<file path="src/rtl/fetch_stage.sv">
// Instruction-fetch stage: owns the PC, drives the instruction memory
// word address and loads the IF/ID pipeline register for decode.
module fetch_stage #(
    parameter logic [31:0] RESET_PC  = 32'h0000_0000,
    parameter logic [31:0] NOP_INSTR = 32'h0000_0000
) (
    input  logic        clk,
    input  logic        reset,
    input  logic        stall,
    input  logic        flush,
    input  logic        redirect_valid,
    input  logic [31:0] redirect_pc,
    output logic [9:0]  imem_addr,
    input  logic [31:0] imem_dout,
    output logic [31:0] pc,
    output logic [31:0] ifid_instr,
    output logic [31:0] ifid_pc4,
    output logic        ifid_valid,
    output logic        fetch_fault
);

    typedef enum logic [1:0] {
        START = 2'd0,
        RUN   = 2'd1,
        HALT  = 2'd2
    } state_t;

    typedef struct packed {
        logic [31:0] instr;
        logic [31:0] pc4;
        logic        valid;
    } if_id_t;

    localparam if_id_t BUBBLE = '{
        instr: NOP_INSTR,
        pc4:   32'h0,
        valid: 1'b0
    };

    state_t      state, state_n;
    logic [31:0] pc_q, pc_n;
    if_id_t      ifid_q, ifid_n;
    logic        fault_q, fault_n;

    logic [31:0] pc_inc;
    logic        pc_bad;

    assign pc_inc = pc_q + 32'd4;
    assign pc_bad = (pc_q[1:0] != 2'b00) || (pc_q[31:12] != 20'h0);

    // State register: PC, IF/ID, fault flag and FSM state.
    always_ff @(posedge clk or posedge reset) begin
        if (reset) begin
            state   <= START;
            pc_q    <= RESET_PC;
            ifid_q  <= BUBBLE;
            fault_q <= 1'b0;
        end else begin
            state   <= state_n;
            pc_q    <= pc_n;
            ifid_q  <= ifid_n;
            fault_q <= fault_n;
        end
    end

    // Next-state logic: redirect beats stall beats fault beats flush.
    always_comb begin
        state_n = state;
        pc_n    = pc_q;
        ifid_n  = ifid_q;
        fault_n = fault_q;
        case (state)
            START: begin
                state_n = RUN;
                ifid_n  = BUBBLE;
            end
            RUN: begin
                if (redirect_valid) begin
                    pc_n   = redirect_pc;
                    ifid_n = BUBBLE;
                end else if (stall) begin
                    pc_n   = pc_q;
                end else if (pc_bad) begin
                    fault_n = 1'b1;
                    ifid_n  = BUBBLE;
                    state_n = HALT;
                end else if (flush) begin
                    ifid_n = BUBBLE;
                    pc_n   = pc_inc;
                end else begin
                    ifid_n.instr = imem_dout;
                    ifid_n.pc4   = pc_inc;
                    ifid_n.valid = 1'b1;
                    pc_n         = pc_inc;
                end
            end
            HALT: begin
                ifid_n = BUBBLE;
                if (redirect_valid) begin
                    pc_n    = redirect_pc;
                    fault_n = 1'b0;
                    state_n = RUN;
                end
            end
            default: begin
                state_n = START;
                pc_n    = RESET_PC;
                ifid_n  = BUBBLE;
                fault_n = 1'b0;
            end
        endcase
    end

    assign pc          = pc_q;
    assign imem_addr   = pc_q[11:2];
    assign ifid_instr  = ifid_q.instr;
    assign ifid_pc4    = ifid_q.pc4;
    assign ifid_valid  = ifid_q.valid;
    assign fetch_fault = fault_q;

endmodule

</file>
<file path="config.mk">
export PLATFORM = sky130hd
export DESIGN_NAME = fetch_stage
export DESIGN_NICKNAME = d
export VERILOG_FILES = /design/src/rtl/fetch_stage.sv
export SDC_FILE = /design/constraint.sdc
export NUM_CORES = 1
export LEC_CHECK = 0
export ABC_CLOCK_PERIOD_IN_PS = 4150
export BUFFER_PORTS_ARGS = -buffer_cell sky130_fd_sc_hd__buf_2
export CAP_MARGIN = 40
export CORE_ASPECT_RATIO = 0.75
export CORE_MARGIN = 10
export CORE_UTILIZATION = 47
export CTS_BUF_LIST = sky130_fd_sc_hd__clkbuf_16
export DETAILED_ROUTE_END_ITERATION = 10
export PLACE_DENSITY = 0.77
export SYNTH_ARGS = -nofsm -noshare
export SYNTH_HDL_FRONTEND = slang
export SYNTH_SLANG_ARGS = --single-unit
</file>
<file path="constraint.sdc">
create_clock -name clk -period 4.15 [get_ports clk]
set_input_delay 1.0375 -clock clk [delete_from_list [all_inputs] [get_ports clk]]
set_output_delay 1.0375 -clock clk [all_outputs]
set_load 0.02 [all_outputs]
</file>
* Word level (Yosys, flattened, before mapping)
Cells that the tools add are included.
** Word-level totals
- Register bits after elaboration :: 100
- Input bits :: 69
** Operators by class
- Mux-type cells :: 20
- Add/subtract/negate cells :: 1
- Bitwise operators :: 1
- Equality and inequality tests :: 8
- Reduce and logical (&&, ||, !) cells :: 7
** Operator list (count)
- $mux W65 :: 5
- $mux W32 :: 4
- $pmux W32 S3 :: 1
- $add A32 B3 Y32 const B :: 1
- $reduce_bool A20 Y1 :: 1
- $mux W2 :: 4
- $ne A2 B2 Y1 const B :: 4
- $reduce_and A4 Y1 :: 2
- $ne A3 B3 Y1 const B :: 2
- $pmux W2 S3 :: 1
- $reduce_and A5 Y1 :: 1
- $mux W1 :: 4
- $pmux W1 S3 :: 1
- $eq A2 B1 Y1 const B :: 1
- $eq A2 B2 Y1 const B :: 1
- $logic_not A2 Y1 :: 1
- $reduce_bool A2 Y1 :: 1
- $logic_or A1 B1 Y1 :: 1
- $not A1 Y1 :: 1

* Depth between registers and ports, before layout
Gate-level depths: netlist of the first run.
- Depth after elaboration :: 6
- Mapped depth :: 10
- Depth with buffers taken out :: 7

* Worst setup path before layout of the first run
Ideal clock, no wire load.
- Path type :: input-to-reg
- Start point :: input stall
- End point :: register pc_q[19], in the netlist pc[19]
- Setup time :: 0.121 ns
- Stages :: 7
- Data arrival time :: 2.269 ns
- Data required time :: 4.029 ns
- Slack :: 1.760 ns
- Cell sequence :: clkbuf_1 a21oi_1 nor2_1 o31a_1 a31o_1 buf_6 a22o_1
** Between the ends
- Longest elaborated chain between the ends :: 2
** Ends and longest elaborated chain
- start: declaration :: line 9 : input logic stall,
- $ne A3 B3 Y1 (no source line)
- $reduce_and A4 Y1 (no source line)
- end signal: assignment :: line 60 : pc_q <= pc_n;
- end: declaration :: line 41 : logic [31:0] pc_q, pc_n;
Every way passes these cells.
A chain may end at the register's enable or synchronous reset.

* Worst setup path in the final report of the first run
- Start point :: register pc_q[23], in the netlist pc[23]
- End point :: register pc_q[26], in the netlist pc[26]
** Between the ends
- Longest elaborated chain between the ends :: 5
- Elaborated cells between the ends (all ways) :: 9
- Those cells by class :: 1 x add/sub; 1 x eq/ne; 4 x mux; 3 x reduce/logical
** Ends and longest elaborated chain
- $add A32 B3 Y32 :: line 48 : assign pc_inc = pc_q + 32'd4;
- $mux W32 :: line 83 : end else if (pc_bad) begin
- $mux W32 :: line 81 : end else if (stall) begin
- $mux W32 :: line 78 : if (redirect_valid) begin
- $pmux W32 S3 :: line 72 : case (state)
Several ways; a longest one is shown, not always the timed one. The select of a mux whose other input is x is not followed.

==> results of run 1 <==
cells by family (layout without fill, tap and decap cells):
kind of cell             Yosys count  after routing  synth area share
AND/OR/NAND/NOR                  123            123             0.149
AO/OA/AOI/OAI                    109            109             0.189
flip-flops                       100            100             0.573
multiplexers                       2              2           0.00458
buffers and inverters             45            203            0.0518
adder cells (fa/ha/maj)            5              5            0.0143
XOR/XNOR                           9              9            0.0180
power groups by stage:
stage | Sequential, W | Clock (W) | Combinational, W
global placement | 0.00133 | 0 | 0.00148
finish | 0.00133 | 0.000797 | 0.00152
floorplan | 0.00145 | 0 | 0.000997
detailed placement | 0.00134 | 0 | 0.00152
CTS | 0.00132 | 0.000811 | 0.00153
global route | 0.00135 | 0.000855 | 0.00166
worst max-delay path by stage:
stage | startpoint | endpoint | slack [ns] | cells after the start
after floorplan | reset | fetch_fault$_DFFE_PP0P_ | 0.49 | 1
after detailed placement | redirect_valid | pc[26]$_DFFE_PP0P_ | 1.25 | 5
final | pc[23]$_DFFE_PP0P_ | pc[26]$_DFFE_PP0P_ | 1.55 | 5
after global routing | pc[6]$_DFFE_PP0P_ | pc[31]$_DFFE_PP0P_ | 1.33 | 5
after CTS | pc[23]$_DFFE_PP0P_ | pc[23]$_DFFE_PP0P_ | 1.55 | 5
after global placement | redirect_valid | pc[29]$_DFFE_PP0P_ | 1.35 | 5
sequential cells by signal, summed over array words and instances (netlist names):
name         count
fetch_fault      1
ifid_instr      32
ifid_pc4        32
ifid_valid       1
pc              32
state            2
cell type report:
class | instances | area share
sequential | 100 | 0.452
tap | 128 | 0.0289
inverter | 6 | 0.00452
clock buffer | 9 | 0.0407
multi-input combinational | 248 | 0.296
timing repair buffer | 182 | 0.167
clock inverter | 6 | 0.0104
per-layer routing:
layer	vias up	global-route usage	share of wire
li1	1721	-	-
met1	1802	0.246	0.45
met2	153	0.286	0.45
met3	10	0.0666	0.091
met4	0	0.0324	0.0057
met5	-	0	0
synthesized netlist by cell type, types with 5 or more instances:
cell type	count
dfrtp_1	100
a22o_1	48
nand2_1	45
and3_1	23
clkbuf_1	21
o21ai_1	19
nor2_1	16
buf_4	10
o21ai_2	9
nand3_1	8
nand4_1	7
inv_1	6
o21ai_0	6
o31ai_1	6
a21oi_1	5
ha_1	5
xnor2_1	5
worst max-delay path, delay by kind of cell, from the launching register on:
family	cells	cell delay, ns
AOI/OAI and AO/OA	3	1.06
and+or+nand+nor	2	1.01
DFF	1	0.42
metrics by stage:
step	hold slack, ns	worst slack, ns
finish	0.476	1.55
detailed placement	0.462	1.25
global placement	0.456	1.35
global route	0.499	1.33
floorplan	0.527	0.494
CTS	0.478	1.55
==> run summary, run 1 <==
Cell type with the highest occurrence count on the critical path: or4_1
Inserted Clock Buffers: 9
Reg-to-reg setup timing slack: 1.55 ns
Flops & latches, synth: 100
Average size of a mapped cell: 11.1 um2
Setup skew after layout: 0.00784 ns
Cells resized by post-CTS repair: 0
P_sw: 0.00158 W
Power per unit of standard cell area: 658 nW/um2
Worst hold stages: 2
Design internal power: 0.00207 W
Critical R2R Capture: pc[26]$_DFFE_PP0P_
Non-filler instance count after layout: 679
Routability congestion estimate from global placement: 0.803
Wirelength per Cell: 19.0 um
Achievable Freq: 384 MHz
Post-Synthesis Cell Area: 4370 um2
Clock tree from TritonCTS: done
Leak Pwr: 3.04 nW
VDD IR max: 0.356 mV
Core Box Area: 9050 um2
Detailed-router iteration count before antenna repair: 4
Horizontal die dimension: 131 um
TritonCTS Sinks: 100
Path type of the worst setup path: flip-flop to flip-flop
Remaining design rule violation count: 0
Maximum count of clock buffers along a single path: 2
Type of origin of the critical path: flip-flop
Largest net degree at the start of global routing: 47
Number of antenna violations at the first check in global routing: 0
Asr flop ratio synth: 1.00
Number of max-cap violations: 0
Top FF cell, synth: dfrtp_1
Number of violations reported at the end of detailed-routing iteration 0: 227
Starting density of the core: 0.483
Number of vias after detailed routing: 3,686
Clock insertion delay at the later pin of the skew report: 0.34 ns
Most common cell after layout, fill and taps aside: buf_2
Worst Hold End: ifid_pc4[9]$_DFFE_PP0N_
Die Area: 13,600 um2
Top cells by area in the synthesized netlist: dfrtp_1 57%, a22o_1 9.6%, nand2_1 3.9%
Number of unique standard cell types used by synthesis: 43
Largest stage delay on the critical path: 0.59 ns
Filler cells: 755
Share of the synthesized area in the top cell type: 0.573
Final-report setup violation count: 0
Part of the power in registers: 0.364
Relative contribution of the clock network to total power: 0.219
Commonest cells after routing, fill and taps aside: 176 x buf_2, 100 x dfrtp_1, 48 x a22o_1
Total gr overflow: 0
Status: finished, final reports clean
Finished Cell Area: 5540 um2
Post-Place Cells: 664
Launch point of the worst reg-to-reg path: pc[23]$_DFFE_PP0P_
Count of input and output buffers: 176
Number of rows created at floorplan: 30
Required time reported for the critical path endpoint: 4.38 ns
Footprint of the flip-flops and latches: 2500 um2
H-tree Lvls: 3
Critical path endpoint category: flip-flop
Synth Instances: 393
Portion of total power attributed to combinational logic: 0.417
Hold path start: ifid_pc4[9]$_DFFE_PP0N_
Final setup TNS: 0 ns
Clock root buffer master: clkbuf_16
Via count of the first global-routing pass: 3,834
Post-Place Cell Area: 5260 um2
Critical Path Fanout Max: 13
Fraction of layout cells with a size suffix above 1: 0.388
Utilization of the core after routing: 0.612
I/O pin count: 177
Synth area leader: dfrtp_1
Total routing usage reported by global routing: 0.184
Syn Nets: 467
Number of buffers inserted by post-CTS setup repair: 0
Die height: 103 um
Switching share of total power: 0.433
R2r worst-path depth: 5
Max-slew violation count: 0
Number of hold buffers added after CTS: 0
Yosys Warn Count: 0
# nets final: 621
Final critical delay including setup and external delays: 2.60 ns
DP HPWL: 9.62 mm
Footprint of the multi-input gates: 1640 um2
Tot Pwr: 0.00364 W
Post-route clock period utilization: 0.628
Cells along the critical path: or4_1 -> or4_1 -> o31a_1 -> a31o_1 -> a22o_1
Critical-path cell with the highest stage delay: or4_1
Number of antenna cells inserted: 0
CP Data Arrival Time: 2.83 ns
RSZ-0062 raised after global routing: false
Total length of routed wires: 12.9 mm
Worst rel slew slack: 0.532
EDFF count, synth: 0
Antenna-violating nets left: 0
Final Hold Viols: 0
Worst-margin pin slew: 0.703 ns
DR vias/cell: 5.43
Wire length of the first global-routing pass: 20.6 mm
Post-synthesis sequential area ratio: 0.573
Worst min path class: flip-flop to flip-flop
Syn-to-layout area delta: 26.8%
Clock edge transition at the registers on the reported setup and hold paths: 0.07 ns
No activity file was read; power rests on OpenSTA's default activity.
==> run 2, diff against run 1 <==
Settings changed: ABC_AREA set to 1, ABC_CLOCK_PERIOD_IN_PS 4150 to 2190, CORE_UTILIZATION 47 to 46, PLACE_DENSITY 0.77 to 0.76.
Clock period 4.15 ns to 2.19 ns, I/O delays scaled along.
==> run 2 against run 1 <==
- sequential power up 78%
- clock-buffer cell count unchanged
- register-to-register slack worse by 1.4 ns
- sequential share of layout area down 7.7 points
- setup slack worse by 1.4 ns
- synthesized cell count is 82% higher
- highest routed layer is now met5
- worst hold slack got worse by 0.19 ns
- largest cell class unchanged
- global-route usage rose by 1.9 points
- non-clock buffer count is 21 higher
- sequential cell count unchanged
- first-iteration DRC count increased by 82%
==> run summary, run 2 <==
Top cells by area in the synthesized netlist: dfrtp_1 48%, nand2_1 20%, nand3_1 9.9% (was dfrtp_1 57%, a22o_1 9.6%, nand2_1 3.9%)
Detailed-router iteration count before antenna repair: 5 (was 4)
Max-slew violation count: 0 (unchanged)
Synth Instances: 714 (was 393)
I/O pin count: 177 (unchanged)
Total gr overflow: 0 (unchanged)
Final setup TNS: 0 ns (unchanged)
Post-route clock period utilization: 0.924 (was 0.628)
Setup slack at placement: 0.207 ns (was 1.25 ns)
Final critical delay including setup and external delays: 2.02 ns (was 2.60 ns)
Antenna-violating nets left: 0 (unchanged)
Clock tree from TritonCTS: done (unchanged)
Inserted Clock Buffers: 9 (unchanged)
Filler cells: 1,021 (was 755)
Non-filler instance count after layout: 1,036 (was 679)
Tot Pwr: 0.00756 W (was 0.00364 W)
Post-synthesis sequential area ratio: 0.476 (was 0.573)
Wirelength per Cell: 16.5 um (was 19.0 um)
Top FF cell, synth: dfrtp_1 (unchanged)
Cells resized by post-CTS repair: 0 (unchanged)
Total routing usage reported by global routing: 0.203 (was 0.184)
VDD IR max: 1.53 mV (was 0.356 mV)
EDFF count, synth: 0 (unchanged)
Path type of the worst setup path: flip-flop to flip-flop (unchanged)
Clock root buffer master: clkbuf_16 (unchanged)
Syn-to-layout area delta: 27.0% (was 26.8%)
Horizontal die dimension: 143 um (was 131 um)
Met3 track utilization from global routing: 0.0703 (was 0.0666)
Crit path from: state[1]$_DFFE_PP0P_ (was pc[23]$_DFFE_PP0P_)
Required time reported for the critical path endpoint: 2.46 ns (was 4.38 ns)
Fin worst setup slack: 0.165 ns (was 1.55 ns)
Flops & latches, synth: 100 (unchanged)
TritonCTS Sinks: 100 (unchanged)
Critical path endpoint category: flip-flop (unchanged)
Top-count cell post-synth: nand2_1 (was dfrtp_1)
Clock edge transition at the registers on the reported setup and hold paths: 0.07 ns (about the same)
Largest net degree at the start of global routing: 45 (was 47)
Post-Place Cell Area: 6360 um2 (was 5260 um2)
DR vias/cell: 5.12 (was 5.43)
Number of vias after detailed routing: 5,301 (was 3,686)
Setup skew after layout: 0.00943 ns (was 0.00784 ns)
Maximum count of clock buffers along a single path: 2 (unchanged)
Post-synthesis mux area share: 0 (was 0.00458)
Synth area leader: dfrtp_1 (unchanged)
CP Data Arrival Time: 2.29 ns (was 2.83 ns)
Reg-to-reg setup timing slack: 0.17 ns (was 1.55 ns)
Number of max-cap violations: 0 (unchanged)
Most common cell after layout, fill and taps aside: nand2_1 (was buf_2)
Leak Pwr: 3.76 nW (was 3.04 nW)
Post-Synth XOR/XNOR Area: 0.0150 (was 0.0180)
Number of antenna cells inserted: 0 (unchanged)
Fraction of the mapped netlist area in simple logic gates: 0.378 (was 0.149)
Number of unique standard cell types used by synthesis: 25 (was 43)
Met2 capacity usage during global routing: 0.318 (was 0.286)
DP HPWL: 13.1 mm (was 9.62 mm)
RSZ-0062 raised after global routing: false (unchanged)
Final-report setup violation count: 0 (unchanged)
Achievable Freq: 494 MHz (was 384 MHz)
Syn Nets: 788 (was 467)
R2r worst-path depth: 9 (was 5)
Wire length of the first global-routing pass: 26.6 mm (was 20.6 mm)
Routability congestion estimate from global placement: 1.01 (was 0.803)
Status: finished, final reports clean (unchanged)
Average size of a mapped cell: 7.36 um2 (was 11.1 um2)
Power per unit of standard cell area: 1130 nW/um2 (was 658 nW/um2)
H-tree Lvls: 3 (unchanged)
Number of hold buffers added after CTS: 0 (unchanged)
Starting density of the core: 0.475 (was 0.483)
Yosys Warn Count: 0 (unchanged)
Number of violations reported at the end of detailed-routing iteration 0: 413 (was 227)
Clock insertion delay at the later pin of the skew report: 0.35 ns (was 0.34 ns)
Fraction of layout cells with a size suffix above 1: 0.258 (was 0.388)
Critical Path Fanout Max: 30 (was 13)
Share of the synthesized area in the top cell type: 0.476 (was 0.573)
Die Area: 16,100 um2 (was 13,600 um2)
# nets final: 965 (was 621)
Finished Cell Area: 6670 um2 (was 5540 um2)
Number of antenna violations at the first check in global routing: 1 (was 0)
Post-Place Cells: 1,020 (was 664)
Met1 track demand over resource in global routing: 0.267 (was 0.246)
Post-Synthesis Cell Area: 5250 um2 (was 4370 um2)
Fraction of the mapped netlist area in adder cells: 0.0119 (was 0.0143)
Remaining design rule violation count: 0 (unchanged)
Synth Area in Compound Gates: 0.0341 (was 0.189)
Asr flop ratio synth: 1.00 (unchanged)
Count of input and output buffers: 176 (unchanged)
Final Hold Viols: 0 (unchanged)
Cell types with the highest counts after synthesis: 278 x nand2_1, 104 x nand3_1, 100 x dfrtp_1 (was 100 x dfrtp_1, 48 x a22o_1, 45 x nand2_1)
Dominant combinational cell family by area after synthesis: simple AND/OR/NAND/NOR gates (was compound AO/OA/AOI/OAI gates)
Type of origin of the critical path: flip-flop (unchanged)
Number of rows created at floorplan: 33 (was 30)
Core Box Area: 11,100 um2 (was 9050 um2)
Worst-margin pin slew: 0.677 ns (was 0.703 ns)
Worst min path class: input pin to async pin (was flip-flop to flip-flop)
Die height: 113 um (was 103 um)
Total length of routed wires: 17.1 mm (was 12.9 mm)
Worst rel slew slack: 0.548 (was 0.532)
Via count of the first global-routing pass: 5,018 (was 3,834)
Number of buffers inserted by post-CTS setup repair: 0 (unchanged)
GRT busiest layer: met2 (unchanged)
Launch point of the worst reg-to-reg path: state[1]$_DFFE_PP0P_ (was pc[23]$_DFFE_PP0P_)
Commonest cells after routing, fill and taps aside: 278 x nand2_1, 176 x buf_2, 104 x nand3_1 (was 176 x buf_2, 100 x dfrtp_1, 48 x a22o_1)
## run 2: logic make-up after synthesis
logic type	count (synthesis)
adders and majority gates	5
DFF	100
and+or+nand+nor	476
AOI/OAI and AO/OA	31
xor gates and xnor gates	9
buffers and inverters	93
## run 2: path summary, 6_finish.rpt
| kind | to |
|---|---|
| max | pc[30]$_DFFE_PP0P_ |
| min reg2reg | ifid_instr[31]$_DFFE_PP0N_ |
| min | ifid_instr[27]$_DFFE_PP0N_ |
| max in group asynchronous | ifid_pc4[31]$_DFFE_PP0N_ |
| min in group clk | ifid_instr[4]$_DFFE_PP0N_ |
| max reg2reg | pc[30]$_DFFE_PP0P_ |
## run 2: area by class of cell
cell class,instances,area [um2],share of cell area
clock buffer,9,225,0.0338
sequential,100,2500,0.375
clock inverter,7,88.8,0.0133
multi-input combinational,521,2310,0.346
tap,140,175,0.0263
inverter,56,214,0.0321
timing repair buffer,203,1160,0.174
## run 2: worst max-delay path: stages (launching register included)
cell	delay [ns]
dfrtp_1	0.40
inv_1	0.11
ha_1	0.30
nand2_1	0.15
nor2_4	0.15
nor3_4	0.07
nand3_2	0.15
buf_4	0.35
nand3_1	0.11
nand2_1	0.13
## run 2: stage by stage
stage                     hold slack (ns)   util
final                               0.288  0.603
after global routing                0.325  0.603
after CTS                           0.307  0.603
after detailed placement            0.460  0.575
after global placement              0.457  0.575
after floorplan                     0.506      -
## run 2: metal layers
| metal | vias to the layer above | share of wire | wire, um |
|---|---|---|---|
| met2 | 248 | 0.45 | 7660 |
| met1 | 2446 | 0.43 | 7290 |
| met4 | 2 | 0.010 | 172 |
| met5 | - | 0.00076 | 13 |
| met3 | 19 | 0.11 | 1950 |
| li1 | 2586 | - | - |
## run 2: where the power goes
group / total [W] / internal (W) / switching (W)
combinational: 0.00352 / 0.00111 / 0.00240
clock: 0.00167 / 0.000911 / 0.000760
sequential: 0.00237 / 0.00209 / 0.000280
